File: config.mk
export PLATFORM = sky130hd
export DESIGN_NAME = wb_find_master
export DESIGN_NICKNAME = d
export VERILOG_FILES = /design/src/rtl/wb_find_master_pkg.sv /design/src/rtl/wb_find_master.sv
export SDC_FILE = /design/constraint.sdc
export NUM_CORES = 1
export LEC_CHECK = 0
export CAP_MARGIN = 40
export CORE_UTILIZATION = 49
export DETAILED_ROUTE_END_ITERATION = 8
export MAX_ROUTING_LAYER = met4
export PLACE_DENSITY = 0.94
export SYNTH_ARGS = -nofsm -noshare
export SYNTH_HDL_FRONTEND = slang
export SYNTH_SLANG_ARGS = --single-unit
File: constraint.sdc
create_clock -name wb_clk_i -period 5.7 [get_ports wb_clk_i]
set_input_delay 0.855 -clock wb_clk_i [delete_from_list [all_inputs] [get_ports wb_clk_i]]
set_output_delay 0.855 -clock wb_clk_i [all_outputs]
set_load 0.05 [all_outputs]
File: src/rtl/wb_find_master_pkg.sv
// Shared encodings for the wb_find Wishbone master.
// Ops, response status codes and FSM states.
package wb_find_master_pkg;

    localparam logic [1:0] OP_WRITE = 2'b00;
    localparam logic [1:0] OP_READ  = 2'b01;
    localparam logic [1:0] OP_POLL  = 2'b10;

    localparam logic [1:0] ST_OK        = 2'b00;
    localparam logic [1:0] ST_TIMEOUT   = 2'b01;
    localparam logic [1:0] ST_EXHAUSTED = 2'b10;

    typedef enum logic [1:0] {
        S_IDLE,
        S_REQ,
        S_GAP,
        S_RSP
    } state_e;

    function automatic logic poll_hit(
        input logic [31:0] data,
        input logic [31:0] mask,
        input logic [31:0] match
    );
        return (data & mask) == (match & mask);
    endfunction

endpackage

File: src/rtl/wb_find_master.sv
// Wishbone classic single-transfer master for the wb_find port.
// Read/write/poll commands in, data + status responses out.
import wb_find_master_pkg::*;

module wb_find_master #(
    parameter int ACK_TIMEOUT = 255,
    parameter int POLL_LIMIT  = 1023,
    parameter int POLL_GAP    = 4
) (
    input  logic        wb_clk_i,
    input  logic        wb_rst_ni,
    input  logic        cmd_valid,
    output logic        cmd_ready,
    input  logic [1:0]  cmd_op,
    input  logic [31:0] cmd_adr,
    input  logic [31:0] cmd_dat,
    input  logic [31:0] cmd_mask,
    input  logic [3:0]  cmd_sel,
    output logic        rsp_valid,
    input  logic        rsp_ready,
    output logic [31:0] rsp_dat,
    output logic [1:0]  rsp_status,
    output logic        wbm_cyc_o,
    output logic        wbm_stb_o,
    output logic        wbm_we_o,
    output logic [3:0]  wbm_sel_o,
    output logic [31:0] wbm_adr_o,
    output logic [31:0] wbm_dat_o,
    input  logic [31:0] wbm_dat_i,
    input  logic        wbm_ack_i
);

    localparam int TW = $clog2(ACK_TIMEOUT + 1);
    localparam int PW = $clog2(POLL_LIMIT + 1);
    localparam int GW = (POLL_GAP > 0) ? $clog2(POLL_GAP + 1) : 1;

    localparam logic [TW-1:0] TMO_LAST  = TW'(ACK_TIMEOUT - 1);
    localparam logic [PW-1:0] POLL_LAST = PW'(POLL_LIMIT - 1);
    localparam logic [GW-1:0] GAP_LAST  = GW'(POLL_GAP - 1);

    state_e        state;
    logic [1:0]    op_q;
    logic [31:0]   mask_q;
    logic [TW-1:0] tmo_cnt;
    logic [PW-1:0] poll_cnt;
    logic [GW-1:0] gap_cnt;

    // Command FSM; every output is a register. wbm_dat_o doubles as the
    // poll match value since a poll never writes.
    always_ff @(posedge wb_clk_i or negedge wb_rst_ni) begin
        if (!wb_rst_ni) begin
            state      <= S_IDLE;
            op_q       <= OP_READ;
            mask_q     <= '0;
            tmo_cnt    <= '0;
            poll_cnt   <= '0;
            gap_cnt    <= '0;
            cmd_ready  <= 1'b1;
            rsp_valid  <= 1'b0;
            rsp_dat    <= '0;
            rsp_status <= ST_OK;
            wbm_cyc_o  <= 1'b0;
            wbm_stb_o  <= 1'b0;
            wbm_we_o   <= 1'b0;
            wbm_sel_o  <= '0;
            wbm_adr_o  <= '0;
            wbm_dat_o  <= '0;
        end else begin
            unique case (state)
                S_IDLE: begin
                    if (cmd_valid) begin
                        unique case (1'b1)
                            cmd_op == OP_WRITE: op_q <= OP_WRITE;
                            cmd_op == OP_POLL:  op_q <= OP_POLL;
                            default:            op_q <= OP_READ;
                        endcase
                        wbm_adr_o <= cmd_adr;
                        wbm_dat_o <= cmd_dat;
                        wbm_sel_o <= cmd_sel;
                        wbm_we_o  <= (cmd_op == OP_WRITE);
                        mask_q    <= cmd_mask;
                        wbm_cyc_o <= 1'b1;
                        wbm_stb_o <= 1'b1;
                        cmd_ready <= 1'b0;
                        tmo_cnt   <= '0;
                        poll_cnt  <= '0;
                        state     <= S_REQ;
                    end
                end
                S_REQ: begin
                    if (wbm_ack_i) begin
                        tmo_cnt <= '0;
                        if (op_q != OP_POLL) begin
                            rsp_dat    <= (op_q == OP_READ) ? wbm_dat_i : '0;
                            rsp_status <= ST_OK;
                            wbm_cyc_o  <= 1'b0;
                            wbm_stb_o  <= 1'b0;
                            wbm_we_o   <= 1'b0;
                            rsp_valid  <= 1'b1;
                            state      <= S_RSP;
                        end else if (poll_hit(wbm_dat_i, mask_q, wbm_dat_o)) begin
                            rsp_dat    <= wbm_dat_i;
                            rsp_status <= ST_OK;
                            wbm_cyc_o  <= 1'b0;
                            wbm_stb_o  <= 1'b0;
                            rsp_valid  <= 1'b1;
                            state      <= S_RSP;
                        end else begin
                            poll_cnt <= poll_cnt + 1'b1;
                            if (poll_cnt == POLL_LAST) begin
                                rsp_dat    <= wbm_dat_i;
                                rsp_status <= ST_EXHAUSTED;
                                wbm_cyc_o  <= 1'b0;
                                wbm_stb_o  <= 1'b0;
                                rsp_valid  <= 1'b1;
                                state      <= S_RSP;
                            end else if (POLL_GAP != 0) begin
                                wbm_cyc_o <= 1'b0;
                                wbm_stb_o <= 1'b0;
                                gap_cnt   <= '0;
                                state     <= S_GAP;
                            end
                        end
                    end else if (tmo_cnt == TMO_LAST) begin
                        rsp_dat    <= '0;
                        rsp_status <= ST_TIMEOUT;
                        wbm_cyc_o  <= 1'b0;
                        wbm_stb_o  <= 1'b0;
                        wbm_we_o   <= 1'b0;
                        rsp_valid  <= 1'b1;
                        state      <= S_RSP;
                    end else begin
                        tmo_cnt <= tmo_cnt + 1'b1;
                    end
                end
                S_GAP: begin
                    if (gap_cnt == GAP_LAST) begin
                        wbm_cyc_o <= 1'b1;
                        wbm_stb_o <= 1'b1;
                        tmo_cnt   <= '0;
                        state     <= S_REQ;
                    end else begin
                        gap_cnt <= gap_cnt + 1'b1;
                    end
                end
                S_RSP: begin
                    if (rsp_ready) begin
                        rsp_valid <= 1'b0;
                        cmd_ready <= 1'b1;
                        state     <= S_IDLE;
                    end
                end
                default: state <= S_IDLE;
            endcase
        end
    end

endmodule

# Yosys cells after proc, flatten, opt, wreduce, memory -nomap -nowiden
# Index checks and enable logic that the tools add are counted.
# W data, S select, Z words.
classes:
  div_mod_pow: 0
  bitwise_logic: 2
  n_eq_ne: 23
  mux: 56
  shifts: 0
  multipliers: 0
  reduce_logical: 18
  n_addsub: 3
  n_lt_le_gt_ge: 0
op_table:
  columns: ["operator", "count"]
  rows:
  - ["$mux W32", 6]
  - ["$and A32 B32 Y32", 2]
  - ["$mux W10", 4]
  - ["$eq A32 B32 Y1", 1]
  - ["$mux W8", 4]
  - ["$pmux W8 S3", 1]
  - ["$mux W2", 10]
  - ["$pmux W10 S2", 1]
  - ["$reduce_and A4 Y1", 5]
  - ["$mux W1", 18]
  - ["$ne A2 B2 Y1 const B", 9]
  - ["$mux W3", 5]
  - ["$add A10 B1 Y10 const B", 1]
  - ["$eq A10 B10 Y1 const B", 1]
  - ["$reduce_bool A2 Y1", 5]
  - ["$ne A3 B3 Y1 const B", 3]
  - ["$add A8 B1 Y8 const B", 1]
  - ["$eq A8 B8 Y1 const B", 1]
  - ["$pmux W2 S4", 1]
  - ["$eq A2 B2 Y1 const B", 3]
  - ["$pmux W1 S2", 3]
  - ["$pmux W3 S2", 1]
  - ["$reduce_and A3 Y1", 2]
  - ["$reduce_and A6 Y1", 1]
  - ["other kinds (11)", 13]
word_totals:
  ram_bits: 0
  mem_count: 0
  output_inout_bits: 107
  input_bits: 139
  romBits: 0
  latch_bits: 0
  word_cells: 117
  reg_bits: 163

# Logic depth before layout (Yosys ltp)
# Gate-level depths: netlist (run 1).
logic_depth:
  depth_word: 6
  ltp_mapped: 9
  depth_no_buf: 8

# Worst setup path before layout (run 1)
# OpenSTA, ideal clock, no wires.
synth_timing:
  path_kind: "input to register"
  start: "input port wbm_dat_i[11]"
  end: "register rsp_dat[12]"
  t_arrival_ns: 2.351
  n_path_buf: 1
  setup_time_ns: 0.121
  required_ns: 5.579
  setup_slack_ns: 3.228
  cell_stages: 7
  path_cell_list: "xor2_1 > a22oi_1 > nand4_1 > nor4_2 > o21ai_1 > buf_2 > a22o_1"
synth_between:
  elab_chain_cells: 5
  word_cells_on_any_way: 7
synth_lines:
  columns: ["element", "line", "rtl"]
  rows:
  - ["start: declaration", "wb_find_master.sv:29", "input logic [31:0] wbm_dat_i,"]
  - ["$and A32 B32 Y32 *", "wb_find_master_pkg.sv:25", "return (data & mask) == (match & mask);"]
  - ["$eq A32 B32 Y1 *", "wb_find_master_pkg.sv:25", null]
  - ["$mux W32", "wb_find_master.sv:101", "end else if (poll_hit(wbm_dat_i, mask_q, wbm_dat_o)) begin"]
  - ["$mux W32", "wb_find_master.sv:93", "if (op_q != OP_POLL) begin"]
  - ["$mux W32", "wb_find_master.sv:91", "if (wbm_ack_i) begin"]
  - ["end signal: assignment", "wb_find_master.sv:94", "rsp_dat <= (op_q == OP_READ) ? wbm_dat_i : '0;"]
  - ["end signal: assignment", "wb_find_master.sv:102", "rsp_dat <= wbm_dat_i;"]
  - ["end signal: assignment", "wb_find_master.sv:111", "rsp_dat <= wbm_dat_i;"]
  - ["end: declaration", "wb_find_master.sv:21", "output logic [31:0] rsp_dat,"]
# Every way passes the cells marked *; elsewhere a longest branch is shown, timed or not.
# A chain may end at the register's enable or synchronous reset.

# Worst setup path in the final report (run 1)
layout_timing:
  start: "input port wbm_dat_i[17]"
  end: "register rsp_dat[8]"
# Same word-level chain as after synthesis.

==> out/summary.txt, run 1 <==
Worst VDD drop - 0.423 mV
Post-route antenna net violation count - 0
Placement Setup Slack - 2.14 ns
Fmax - 316 MHz
Vias/cell - 5.32
Number of synthesized flops with an enable pin - 0
PostCTS Resize Cnt - 0
Asr flop ratio synth - 100%
First-pass GRT wire length - 31800 um
Synth Cell Area - 0.00703 sq mm
GRT Total Usage - 29.3%
Crit path launch - wbm_dat_i[17]
Post-synth top cells - nand2_1, dfrtp_1, xor2_1
Clock skew - 0.00983 ns
Cell family with most CP delay - compound AO/OA/AOI/OAI gates
I/O pins - 246
WHS - 0.278 ns
Largest net degree at the start of global routing - 84
Headroom to the max-slew limit - 41.9%
Worst EP required - 6.06 ns
FF+latch count, synth - 163
Flop2flop setup slack - 3.04 ns
Syn Nets - 882
Antenna violations before repair - 0
Worst Path Buf+Inv - 2
Remaining Overflow, GRT - 0
DP HPWL - 14400 um
Starting Density - 50.5%
Port Buffer Count - 245
Fin cells - 1168
Total number of vias - 6217
R2R depth - 7
RR Startpoint - wbm_dat_o[17]
Worst-path cell chain - clkdlybuf4s50_1, xor2_1, a22oi_1, nand4_1, or4_4, a21oi_4, buf_8, a22o_1
Setup bufs post-CTS - 0
WP data arrival - 3.52 ns
Nets - 1120
Count of cell types in the netlist - 46
Clk_lat worst skew - 0.43 ns
Largest area contributor in the netlist - dfrtp_1
Power Total - 6.22 mW
Mapped Avg Cell Area - 9.54 sq um
Most common cell in the synthesized netlist - nand2_1
DRC Markers - 0
MaxCap Viol Count - 0
Routed WL - 20300 um
Mapped Cells - 737
H-tree levels - 4
Fillers - 895
Clock transition at path regs - 0.07 ns
Area contributors post-synth - dfrtp_1, nand2_1, xor2_1
CTS tree - built
Chip Width - 122 um
Share of layout cells above drive strength 1 - 5.77%
DR iter-0 viols - 430
CP Launch Type - primary input
Slowest cell on the critical path - or4_4
Post-synth top area share - 57.3%
LEAKAGE - 4.95 nW
Die area - 0.0148 sq mm
Chip Height - 122 um
Max Root-Sink Buffers - 2
Core Region - 0.0139 sq mm
Worst setup EP type - register
Predominant post-synthesis flop cell - dfrtp_1
Clock root cell - clkbuf_16
Worst-margin pin slew - 0.871 ns
Sink Count - 163
Fin worst setup slack - 2.53 ns
Total CTS buffers - 17
Post-route cell area - 0.0103 sq mm
Area grow syn2layout - 46.3%
DR WL/cell - 17.4 um
Max stage delay on crit path - 0.64 ns
Rows - 43
Unrepaired setup endpoints after global routing - no
Final setup fails - 0
Post-CTS Hold Buffers - 0
Placed insts - 1136
Ys Warns - 0
Seq/Total Area, Yosys - 58.0%
# diodes - 0
Placed cell areas - 0.00973 sq mm
Drt pass-1 iters - 5
Final setup TNS - 0 ns
Placer Congestion - 0.865
Count of final max-slew check failures - 0
Minimum clock period - 3.17 ns
Fin util - 73.8%
Post-route clock period utilization - 55.6%
Hold Crit Class - primary input to async pin
Hold Violations, Final - 0
Worst Setup Path Type - primary input to register
Worst r2r dst - rsp_dat[8]
Run status - completed
Worst Path Max Fanout - 19
Number of global-route vias before repair - 6366
Pwr dens - 605 mW/mm^2
[cell usage in the layout, fill, tap and decap left out, types with 6 or more instances in the layout]
master           synthesis  routed
ha_1                     6       6
xor2_1                  38      38
a22o_1                  32      32
inv_1                    8       8
clkdlybuf4s50_1          0     244
o21ai_0                 13      13
a22oi_1                 17      17
a21oi_1                 12      12
dfrtp_1                161     161
clkbuf_16                0      17
nor2_1                  16      15
nand2_1                322     322
nand4_1                 11      11
[registers in the layout, summed over array words and instances (netlist names)]
signal and count:
cmd_ready 1, gap_cnt 3, mask_q 32, op_q 2, poll_cnt 10, rsp_dat 32, rsp_status 2, rsp_valid 1
state 2, tmo_cnt 8, wbm_adr_o 32, wbm_dat_o 32, wbm_sel_o 4, wbm_stb_o 1, wbm_we_o 1
[report_power, final]
group / switching (mW) / internal, mW
Clock: 0.510 / 0.585
Combinational: 2.06 / 1.07
Sequential: 0.367 / 1.63
Total: 2.94 / 3.28
[layout make-up]
class / count / area [sq um] / share of cell area [%]
Inverter: 9 / 33.8 / 0.328
Clock buffer: 18 / 439 / 4.27
Sequential cell: 163 / 4080 / 39.7
Tap cell: 180 / 225 / 2.19
Clock inverter: 14 / 121 / 1.18
Multi-Input combinational cell: 529 / 2780 / 27.0
Timing Repair Buffer: 255 / 2610 / 25.4
[layer usage]
| metal | GRT usage (%) | part of all wire, % | vias up |
|---|---|---|---|
| met5 | - | 0 | - |
| met4 | 12.6 | 3.0 | 0 |
| met3 | 6.09 | 7.5 | 49 |
| met2 | 47.8 | 50 | 277 |
| met1 | 35.1 | 40 | 2983 |
| li1 | - | - | 2908 |
[how the worst max path moves through the flow]
stage | slack (ns) | depth (start not counted) | end
floorplan | 3.23 | 7 | rsp_dat[12]
global placement | 2.04 | 7 | rsp_dat[15]
detailed placement | 2.14 | 8 | rsp_dat[5]
CTS | 2.53 | 8 | rsp_dat[8]
global route | 2.50 | 8 | rsp_dat[8]
finish | 2.53 | 8 | rsp_dat[8]
[cell families (layout without fill, tap and decap cells)]
logic type	after synthesis	in the layout	share of synthesized area, %
AO/OA/AOI/OAI	97	97	10.2
XOR/XNOR	40	40	4.98
adder cells (fa/ha/maj)	6	6	1.07
buffers and inverters	45	296	2.85
flip-flops	163	163	58.0
multiplexers	7	7	1.03
AND/OR/NAND/NOR	379	379	21.9
(Power assumes the default switching activity.)
==> run 2: changes to the inputs <==
Settings changed: CORE_UTILIZATION 49 to 45, PLACE_DENSITY 0.94 to 0.88.
Clock period 5.7 ns to 3.2 ns, I/O delays scaled along.
==> run 2 against run 1 <==
Effect of this change:
- via count shrank 0.42%
- die area is 8.7% higher
- core utilization shrank 5.9 points
- clock power increased by 89%
- sequential cell count stayed put
- largest cell class unchanged
==> out/summary.txt, run 2 (synthesized netlist as in run 1, its figures left out) <==
GRT Total Usage - 27.0% (was 29.3%)
Fillers - 1156 (was 895)
Post-CTS Hold Buffers - 0 (unchanged)
Internal - 6.08 mW (was 3.28 mW)
PostCTS Resize Cnt - 0 (unchanged)
Hold Crit Class - primary input to async pin (unchanged)
Number of global-route vias before repair - 6443 (was 6366)
Sw frac - 45.6% (was 47.2%)
Chip Width - 127 um (was 122 um)
Hold Violations, Final - 0 (unchanged)
H-tree levels - 4 (unchanged)
Clock root cell - clkbuf_16 (unchanged)
LEAKAGE - 4.95 nW (about the same)
Area grow syn2layout - 46.8% (was 46.3%)
WHS - 0.0882 ns (was 0.278 ns)
Starting Density - 46.3% (was 50.5%)
Slowest cell on the critical path - or4_4 (unchanged)
Clk_lat worst skew - 0.41 ns (was 0.43 ns)
CP Launch Type - primary input (unchanged)
Max stage delay on crit path - 0.59 ns (was 0.64 ns)
Most common cell after layout, fill and taps aside - nand2_1 (unchanged)
DRC Markers - 0 (unchanged)
Logic pwr share - 49.9% (was 50.3%)
DR WL/cell - 17.1 um (was 17.4 um)
Run status - completed (unchanged)
Chip Height - 127 um (was 122 um)
Vias/cell - 5.26 (was 5.32)
Max Root-Sink Buffers - 2 (unchanged)
CTS tree - built (unchanged)
Worst VDD drop - 0.781 mV (was 0.423 mV)
Remaining Overflow, GRT - 0 (unchanged)
Fmax - 384 MHz
Clock skew - 0.00752 ns (was 0.00983 ns)
Total number of vias - 6191 (was 6217)
Most frequent cells in the layout - nand2_1, clkdlybuf4s50_1, dfrtp_1, xor2_1, a22o_1 (unchanged)
Unrepaired setup endpoints after global routing - no (unchanged)
MaxCap Viol Count - 0 (unchanged)
Port Buffer Count - 245 (unchanged)
Sequential power share - 31.7% (was 32.1%)
Core Region - 0.0152 sq mm (was 0.0139 sq mm)
Minimum clock period - 2.60 ns
Pwr dens - 1080 mW/mm^2 (was 605 mW/mm^2)
Worst setup EP type - register (unchanged)
Count of final max-slew check failures - 0 (unchanged)
Post-route clock period utilization - 81.3%
Worst-margin pin slew - 0.704 ns (was 0.871 ns)
Power Total - 11.2 mW (was 6.22 mW)
RR Startpoint - wbm_dat_o[28] (was wbm_dat_o[17])
Setup bufs post-CTS - 0 (unchanged)
Headroom to the max-slew limit - 53.1% (was 41.9%)
Worst-path cell chain - clkdlybuf4s50_1, xor2_1, a22oi_1, nand4_1, or4_4, a21oi_4, buf_4, a22o_1 (was clkdlybuf4s50_1, xor2_1, a22oi_1, nand4_1, or4_4, a21oi_4, buf_8, a22o_1)
# diodes - 0 (unchanged)
WP data arrival - 2.95 ns (was 3.52 ns)
I/O pins - 246 (unchanged)
Routed WL - 20200 um (was 20300 um)
DP HPWL - 14100 um (was 14400 um)
Share of layout cells above drive strength 1 - 5.47% (was 5.77%)
P_sw - 5.09 mW (was 2.94 mW)
Worst Path Max Fanout - 20 (was 19)
First-pass GRT wire length - 32400 um (was 31800 um)
Drt pass-1 iters - 5 (unchanged)
Clock power share - 18.5% (was 17.6%)
DR iter-0 viols - 285 (was 430)
Antenna violations before repair - 0 (unchanged)
Worst Setup Path Type - primary input to register (unchanged)
Post-route antenna net violation count - 0 (unchanged)
Sink Count - 163 (unchanged)
Rows - 45 (was 43)
Largest net degree at the start of global routing - 115 (was 84)
Placer Congestion - 0.829 (was 0.865)
Clock transition at path regs - 0.06 ns (was 0.07 ns)
R2R depth - 7 (unchanged)
Worst EP required - 3.55 ns (was 6.06 ns)
Total CTS buffers - 17 (unchanged)
Die area - 0.0161 sq mm (was 0.0148 sq mm)
Final setup fails - 0 (unchanged)
Crit path launch - wbm_dat_i[0] (was wbm_dat_i[17])
Nets - 1122 (was 1120)
## run 2: cell type report
cell class | instances | area (sq um) | share of cell area (%)
Clock buffer | 22 | 464 | 4.50
Sequential cell | 163 | 4080 | 39.5
Multi-Input combinational cell | 529 | 2780 | 26.9
Timing Repair Buffer | 257 | 2600 | 25.2
Inverter | 9 | 33.8 | 0.327
Clock inverter | 8 | 129 | 1.25
Tap cell | 188 | 235 | 2.28
## run 2: metal layers
metal	GRT usage (%)	wire [um]
met1	32.5	8440
met2	44.2	9750
met3	5.44	1280
met4	12.1	688
met5	-	0
## run 2: path summary, 6_finish.rpt
| kind | slack [ns] | end |
|---|---|---|
| worst max-delay path | 0.60 | rsp_dat[5] |
| worst min-delay path | 0.09 | wbm_adr_o[12] |
| worst max register to register | 0.68 | rsp_dat[5] |
| worst min register to register | 0.47 | wbm_sel_o[3] |
| max in group asynchronous | 2.25 | rsp_dat[16] |
| min in group wb_clk_i | 0.47 | wbm_sel_o[3] |
## run 2: through the flow
stage | cell area [sq um] | utilization [%] | worst slack (ns) | setup TNS (ns) | instances
CTS | 10300 | 67.9 | 0.637 | 0 | 1176
global route | 10300 | 67.9 | 0.482 | 0 | 1176
finish | 10300 | 67.9 | 0.597 | 0 | 1176
global placement | 9700 | 63.8 | -0.0676 | -0.0676 | 1145
detailed placement | 9730 | 64.0 | 0.217 | 0 | 1146
floorplan | 7030 | - | 0.950 | 0 | 737
## run 2: critical path, delay by kind of cell
| family | cells | cell delay, ns |
|---|---|---|
| AO/OA/AOI/OAI | 3 | 0.68 |
| buffers and inverters | 2 | 0.74 |
| XOR/XNOR | 1 | 0.22 |
| AND/OR/NAND/NOR | 2 | 0.81 |
## run 2: power by group through the flow
| stage | Sequential, mW | Clock, mW | Combinational [mW] |
|---|---|---|---|
| 2_1_floorplan | 5.45 | 0 | 1.59 |
| 3_3_place_gp | 3.53 | 0 | 5.44 |
| 3_5_place_dp | 3.56 | 0 | 5.58 |
| 4_1_cts | 3.54 | 2.10 | 5.60 |
| 5_1_grt | 3.63 | 2.18 | 5.94 |
| 6_report | 3.54 | 2.06 | 5.57 |
==> run 3: changes to the inputs <==
Clock period 3.2 ns to 2.5 ns, I/O delays scaled along.
==> run 3 against run 2 <==
Effect of this change:
- sequential power rose by 27%
- register-to-register slack got worse by 0.50 ns
- cell area rose by 2.4%
- via count fell by 0.73%
- final cell count rose by 1.9%
- worst hold slack improved by 0.37 ns
- sequential share of layout area fell by 0.94 points
- count of clock-buffer cells in the layout fell by 1
- total power rose by 31%
- largest cell class unchanged
==> out/summary.txt, run 3 (synthesized netlist as in run 1, its figures left out) <==
Run status - completed (unchanged)
Most frequent cells in the layout - nand2_1, clkdlybuf4s50_1, dfrtp_1, xor2_1, a22o_1 (unchanged)
Clock skew - 0.00992 ns (was 0.00752 ns)
Fillers - 1106 (was 1156)
Drt pass-1 iters - 4 (was 5)
Power Total - 14.6 mW (was 11.2 mW)
Worst EP required - 2.82 ns (was 3.55 ns)
Worst Path Max Fanout - 4 (was 20)
Chip Width - 127 um (unchanged)
CP Launch Type - primary input (unchanged)
# diodes - 0 (unchanged)
MaxCap Viol Count - 0 (unchanged)
Worst VDD drop - 0.968 mV (was 0.781 mV)
Count of final max-slew check failures - 0 (unchanged)
Slowest cell on the critical path - or4_4 (unchanged)
Fin util - 69.6% (was 67.9%)
Die area - 0.0161 sq mm (unchanged)
Worst Setup Path Type - primary input to register (unchanged)
Largest net degree at the start of global routing - 115 (unchanged)
Share of layout cells above drive strength 1 - 7.72% (was 5.47%)
Hold Crit Class - primary input to async pin (unchanged)
Vias/cell - 5.13 (was 5.26)
Starting Density - 46.3% (unchanged)
Worst-margin pin slew - 0.555 ns (was 0.704 ns)
DP HPWL - 14300 um (was 14100 um)
Number of global-route vias before repair - 6464 (was 6443)
Core Region - 0.0152 sq mm (unchanged)
Hold Violations, Final - 0 (unchanged)
Total CTS buffers - 17 (unchanged)
Pwr dens - 1380 mW/mm^2 (was 1080 mW/mm^2)
Unrepaired setup endpoints after global routing - no (unchanged)
Gr busiest metal - met2 (unchanged)
Final setup fails - 0 (unchanged)
Cell family with most CP delay - simple AND/OR/NAND/NOR gates (unchanged)
Clock transition at path regs - 0.06 ns (about the same)
LEAKAGE - 5.09 nW (was 4.95 nW)
Post-route cell area - 0.0106 sq mm (was 0.0103 sq mm)
Worst-path cell chain - clkdlybuf4s50_1, xor2_1, a22oi_1, nand4_1, or4_4, buf_4, and3_1, o31ai_1 (was clkdlybuf4s50_1, xor2_1, a22oi_1, nand4_1, or4_4, a21oi_4, buf_4, a22o_1)
DR WL/cell - 16.7 um (was 17.1 um)
Met3 usage - 7.29% (was 5.44%)
Headroom to the max-slew limit - 62.9% (was 53.1%)
Minimum clock period - 2.34 ns
Nets - 1142 (was 1122)
Post-route clock period utilization - 93.5%
DRC Markers - 0 (unchanged)
Chip Height - 127 um (unchanged)
Placer Congestion - 0.817 (was 0.829)
Area grow syn2layout - 50.4% (was 46.8%)
Sink Count - 163 (unchanged)
Max Root-Sink Buffers - 2 (unchanged)
Worst Path Buf+Inv - 2 (unchanged)
DR iter-0 viols - 285 (unchanged)
GR Util met2 - 44.2% (about the same)
H-tree levels - 4 (unchanged)
CTS tree - built (unchanged)
GRT Total Usage - 27.0% (about the same)
Remaining Overflow, GRT - 0 (unchanged)
Total number of vias - 6146 (was 6191)
Clk_lat worst skew - 0.42 ns (was 0.41 ns)
Antenna violations before repair - 0 (unchanged)
Port Buffer Count - 245 (unchanged)
First-pass GRT wire length - 32500 um (was 32400 um)
Max stage delay on crit path - 0.61 ns (was 0.59 ns)
Routed WL - 20100 um (was 20200 um)
Most common cell after layout, fill and taps aside - nand2_1 (unchanged)
Worst setup EP type - register (unchanged)
I/O pins - 246 (unchanged)
WP data arrival - 2.65 ns (was 2.95 ns)
Fmax - 428 MHz
Post-route antenna net violation count - 0 (unchanged)
Met1 Resource Use GR - 32.0% (was 32.5%)
Clock root cell - clkbuf_16 (unchanged)
Rows - 45 (unchanged)
Placed cell areas - 0.00992 sq mm (was 0.00973 sq mm)
Final setup TNS - 0 ns (unchanged)
Setup bufs post-CTS - 0 (unchanged)
## run 3: cell types whose count changed in the layout (fill, tap and decap cells not counted), sizes merged
cell,delta
clkinv,+3
bufinv,+1
clkbuf,-1
clkinvlp,-2
dlygate4sd3,+1
inv,+1
buf,+19
## run 3: per-layer routing
layer  vias to the layer above  part of all wire, %
met5                         -                    0
met3                        38                  7.4
met2                       216                   49
met4                         0                  2.8
li1                       2949                    -
met1                      2943                   41
## run 3: where the power goes
part	internal, mW	switching [mW]
clock	1.76	1.07
combinational	2.55	4.70
sequential	3.72	0.779
## run 3: timing repair
item                                    CTS  global route
hold endpoints to repair                 39             0
hold buffers                              1             0
endpoints found under the setup margin    0             1
resized for setup                         0             1
## run 3: area by class of cell
| type | count | area [sq um] | area share, % |
|---|---|---|---|
| inverters | 9 | 33.8 | 0.319 |
| well taps | 188 | 235 | 2.22 |
| repair buffers | 277 | 2800 | 26.4 |
| clock buffers | 21 | 470 | 4.45 |
| flip-flops and latches | 163 | 4080 | 38.6 |
| multi-input cells | 529 | 2780 | 26.3 |
| clock inverters | 11 | 175 | 1.66 |
## run 3: final timing paths
| kind | from | depth (start not counted) | slack [ns] | endpoint |
|---|---|---|---|---|
| worst max-delay path | wbm_dat_i[17] | 8 | 0.16 | gap_cnt[2] |
| worst min-delay path | wb_rst_ni | 2 | 0.46 | wbm_adr_o[10] |
| worst max register to register | wbm_dat_o[17] | 7 | 0.18 | gap_cnt[2] |
| worst min register to register | wbm_sel_o[3] | 2 | 0.47 | wbm_sel_o[3] |
| max in group asynchronous | wb_rst_ni | 3 | 1.41 | wbm_adr_o[30] |
| min in group wb_clk_i | wbm_sel_o[3] | 2 | 0.47 | wbm_sel_o[3] |
## run 3: worst reg2reg max path, delay by kind of cell, from the launching register on
| family | cells | cell delay, ns |
|---|---|---|
| AND/OR/NAND/NOR | 3 | 1.01 |
| flip-flops | 1 | 0.42 |
| AO/OA/AOI/OAI | 2 | 0.47 |
| XOR/XNOR | 1 | 0.16 |
| buffers and inverters | 1 | 0.17 |
## run 3: stage by stage
step                hold WS [ns]  setup slack [ns]  instances
finish                     0.456             0.163       1198
global route               0.467            0.0264       1198
CTS                        0.452             0.130       1198
detailed placement         0.336            -0.246       1165
global placement           0.333            -0.183       1165
floorplan                 0.0794             0.250        737
==> variant, RTL diff (settings of run 2) <==
Set the parameter `POLL_GAP` to 8 (it was 4).
--- a/src/rtl/wb_find_master.sv
+++ b/src/rtl/wb_find_master.sv
@@ -5,7 +5,7 @@
 module wb_find_master #(
     parameter int ACK_TIMEOUT = 255,
     parameter int POLL_LIMIT  = 1023,
-    parameter int POLL_GAP    = 4
+    parameter int POLL_GAP    = 8
 ) (
     input  logic        wb_clk_i,
     input  logic        wb_rst_ni,
Function: no difference found for any inputs over 4 cycles, from zero or initial values and one cycle with wb_rst_ni low; that may be too few to reach the edited logic, so the function may still have changed.
==> variant against run 2 <==
  * Power is 2.4% higher
  * Wire length grew 5.4%
  * Final area increased by 2.8%
  * Area after synthesis increased by 3.9%
  * Worst setup slack improved by 290 ps
  * Via count rose by 3.0%
  * First-iteration DRC count is 34% higher
  * Final cell count rose by 5.2%
  * Core utilization shrank 1.1 points
  * Highest routed layer unchanged
  * Sequential cell count is 1 higher
  * Critical path depth did not move
==> variant: results <==
INSERT INTO impl_metrics (metric_group, metric, value, unit) VALUES
('placed_design', 'hpwl', '14900', 'um'),
('cts', 'cts.repair.resized', '0', ''),
('detailed_routing', 'total_wire_length', '21200', 'um'),
('global_routing', 'first_global_vias', '6519', ''),
('layout', 'layout.nets', '1152', ''),
('cts', 'clkLatencyLatePin', '430', 'ps'),
('placed_design', 'routability_congestion_estimate', '0.858', ''),
('detailed_routing', 'first_iter_violations', '382', ''),
('power', 'max-vdd-ir-drop', '0.000729', 'V'),
('critical_path', 'cp_data_arrival_time', '2660', 'ps'),
('layout', 'fillCellCount', '1270', ''),
('yosys', 'synth.distinct_cells', '54', ''),
('global_routing', 'grt_max_degree', '109', ''),
('run_status', 'status', 'finished, final reports clean', ''),
('global_routing', 'grt_first_pass_wirelength', '33300', 'um'),
('power', 'p_leak', '4.92', 'nW'),
('placed_design', 'placement.cell_area', '9990', 'sq um'),
('layout', 'final_layout_size_suffix_gt1_share', '5.78', '%'),
('yosys', 'synth_top_cells_by_area', 'sky130_fd_sc_hd__dfrtp_1, sky130_fd_sc_hd__nand2_1, sky130_fd_sc_hd__xor2_1', ''),
('yosys', 'synthTopCellsByCount', 'sky130_fd_sc_hd__nand2_1, sky130_fd_sc_hd__dfrtp_1, sky130_fd_sc_hd__nand3_1, sky130_fd_sc_hd__xor2_1, sky130_fd_sc_hd__o2bb2ai_1', ''),
('yosys', 'sequential_area_share_after_synthesis', '56.2', '%'),
('yosys', 'synth_nets', '920', ''),
('timing', 'worst_clock_skew', '10.9', 'ps'),
('global_routing', 'total_global_routing_track_utilization', '27.1', '%'),
('detailed_routing', 'detail_route.vias_per_cell', '5.15', '');
variant: cell count changes after synthesis, sizes merged, moves of 4 or more:
| cell | delta |
|---|---|
| a22o | -31 |
| nor2 | +6 |
| o2bb2ai | +32 |
| o21ai | -5 |
| buf | +18 |
| clkbuf | -10 |
| nand3 | +34 |
| a2111o | -4 |
| mux2i | -4 |
variant: power groups by stage:
stage	clock (W)	sequential (W)	combinational, W
finish	0.00217	0.00361	0.00566
CTS	0.00220	0.00361	0.00570
global placement	0	0.00361	0.00555
floorplan	0	0.00563	0.00155
detailed placement	0	0.00362	0.00568
global route	0.00228	0.00372	0.00600
variant: cells by family (layout without fill, tap and decap cells):
logic type	count (synthesis)	after routing	synth area share, %
AOI/OAI and AO/OA	93	93	9.57
xor gates and xnor gates	39	39	4.67
adders and majority gates	5	5	0.856
buffers and inverters	51	296	3.49
DFF	164	164	56.2
muxes	2	2	0.291
and+or+nand+nor	422	422	25.0
variant: final timing paths:
path / start / end / slack (ps)
min in group wb_clk_i: mask_q[11] / mask_q[11] / 480
worst max register to register: wbm_dat_o[4] / poll_cnt[0] / 990
worst min-delay path: wb_rst_ni / tmo_cnt[3] / 120
worst max-delay path: wbm_dat_i[15] / poll_cnt[0] / 880
worst min register to register: mask_q[11] / mask_q[11] / 480
max in group asynchronous: wb_rst_ni / wbm_dat_o[23] / 2350
variant: critical path: stages:
cell	delay [ps]
sky130_fd_sc_hd__clkdlybuf4s50_1	440
sky130_fd_sc_hd__xor2_1	170
sky130_fd_sc_hd__a22oi_1	350
sky130_fd_sc_hd__nand4_1	210
sky130_fd_sc_hd__nor4_4	410
sky130_fd_sc_hd__buf_4	310
sky130_fd_sc_hd__a21oi_1	120
sky130_fd_sc_hd__o21ai_0	160
variant: area by class of cell:
class                   instances  share of cell area [%]
flip-flops and latches        164                    38.7
clock buffers                  22                    4.56
multi-input cells             561                    27.9
well taps                     216                    2.55
clock inverters                10                    1.37
inverters                       7                   0.248
repair buffers                257                    24.7
variant: through the flow:
| step | cells | worst slack [ps] | util, % |
|---|---|---|---|
| 2_1_floorplan | 776 | 1090 | - |
| 3_3_place_gp | 1203 | 372 | 62.6 |
| 3_5_place_dp | 1205 | 460 | 62.9 |
| 4_1_cts | 1237 | 895 | 66.8 |
| 5_1_grt | 1237 | 743 | 66.8 |
| 6_report | 1237 | 883 | 66.8 |
variant: metal layers:
| metal | up-vias | routed length [um] | global-route usage, % |
|---|---|---|---|
| met4 | 0 | 384 | 8.48 |
| met5 | - | 0 | - |
| met3 | 33 | 1400 | 5.74 |
| met1 | 3069 | 8730 | 33.3 |
| li1 | 3041 | - | - |
| met2 | 233 | 10700 | 44.7 |
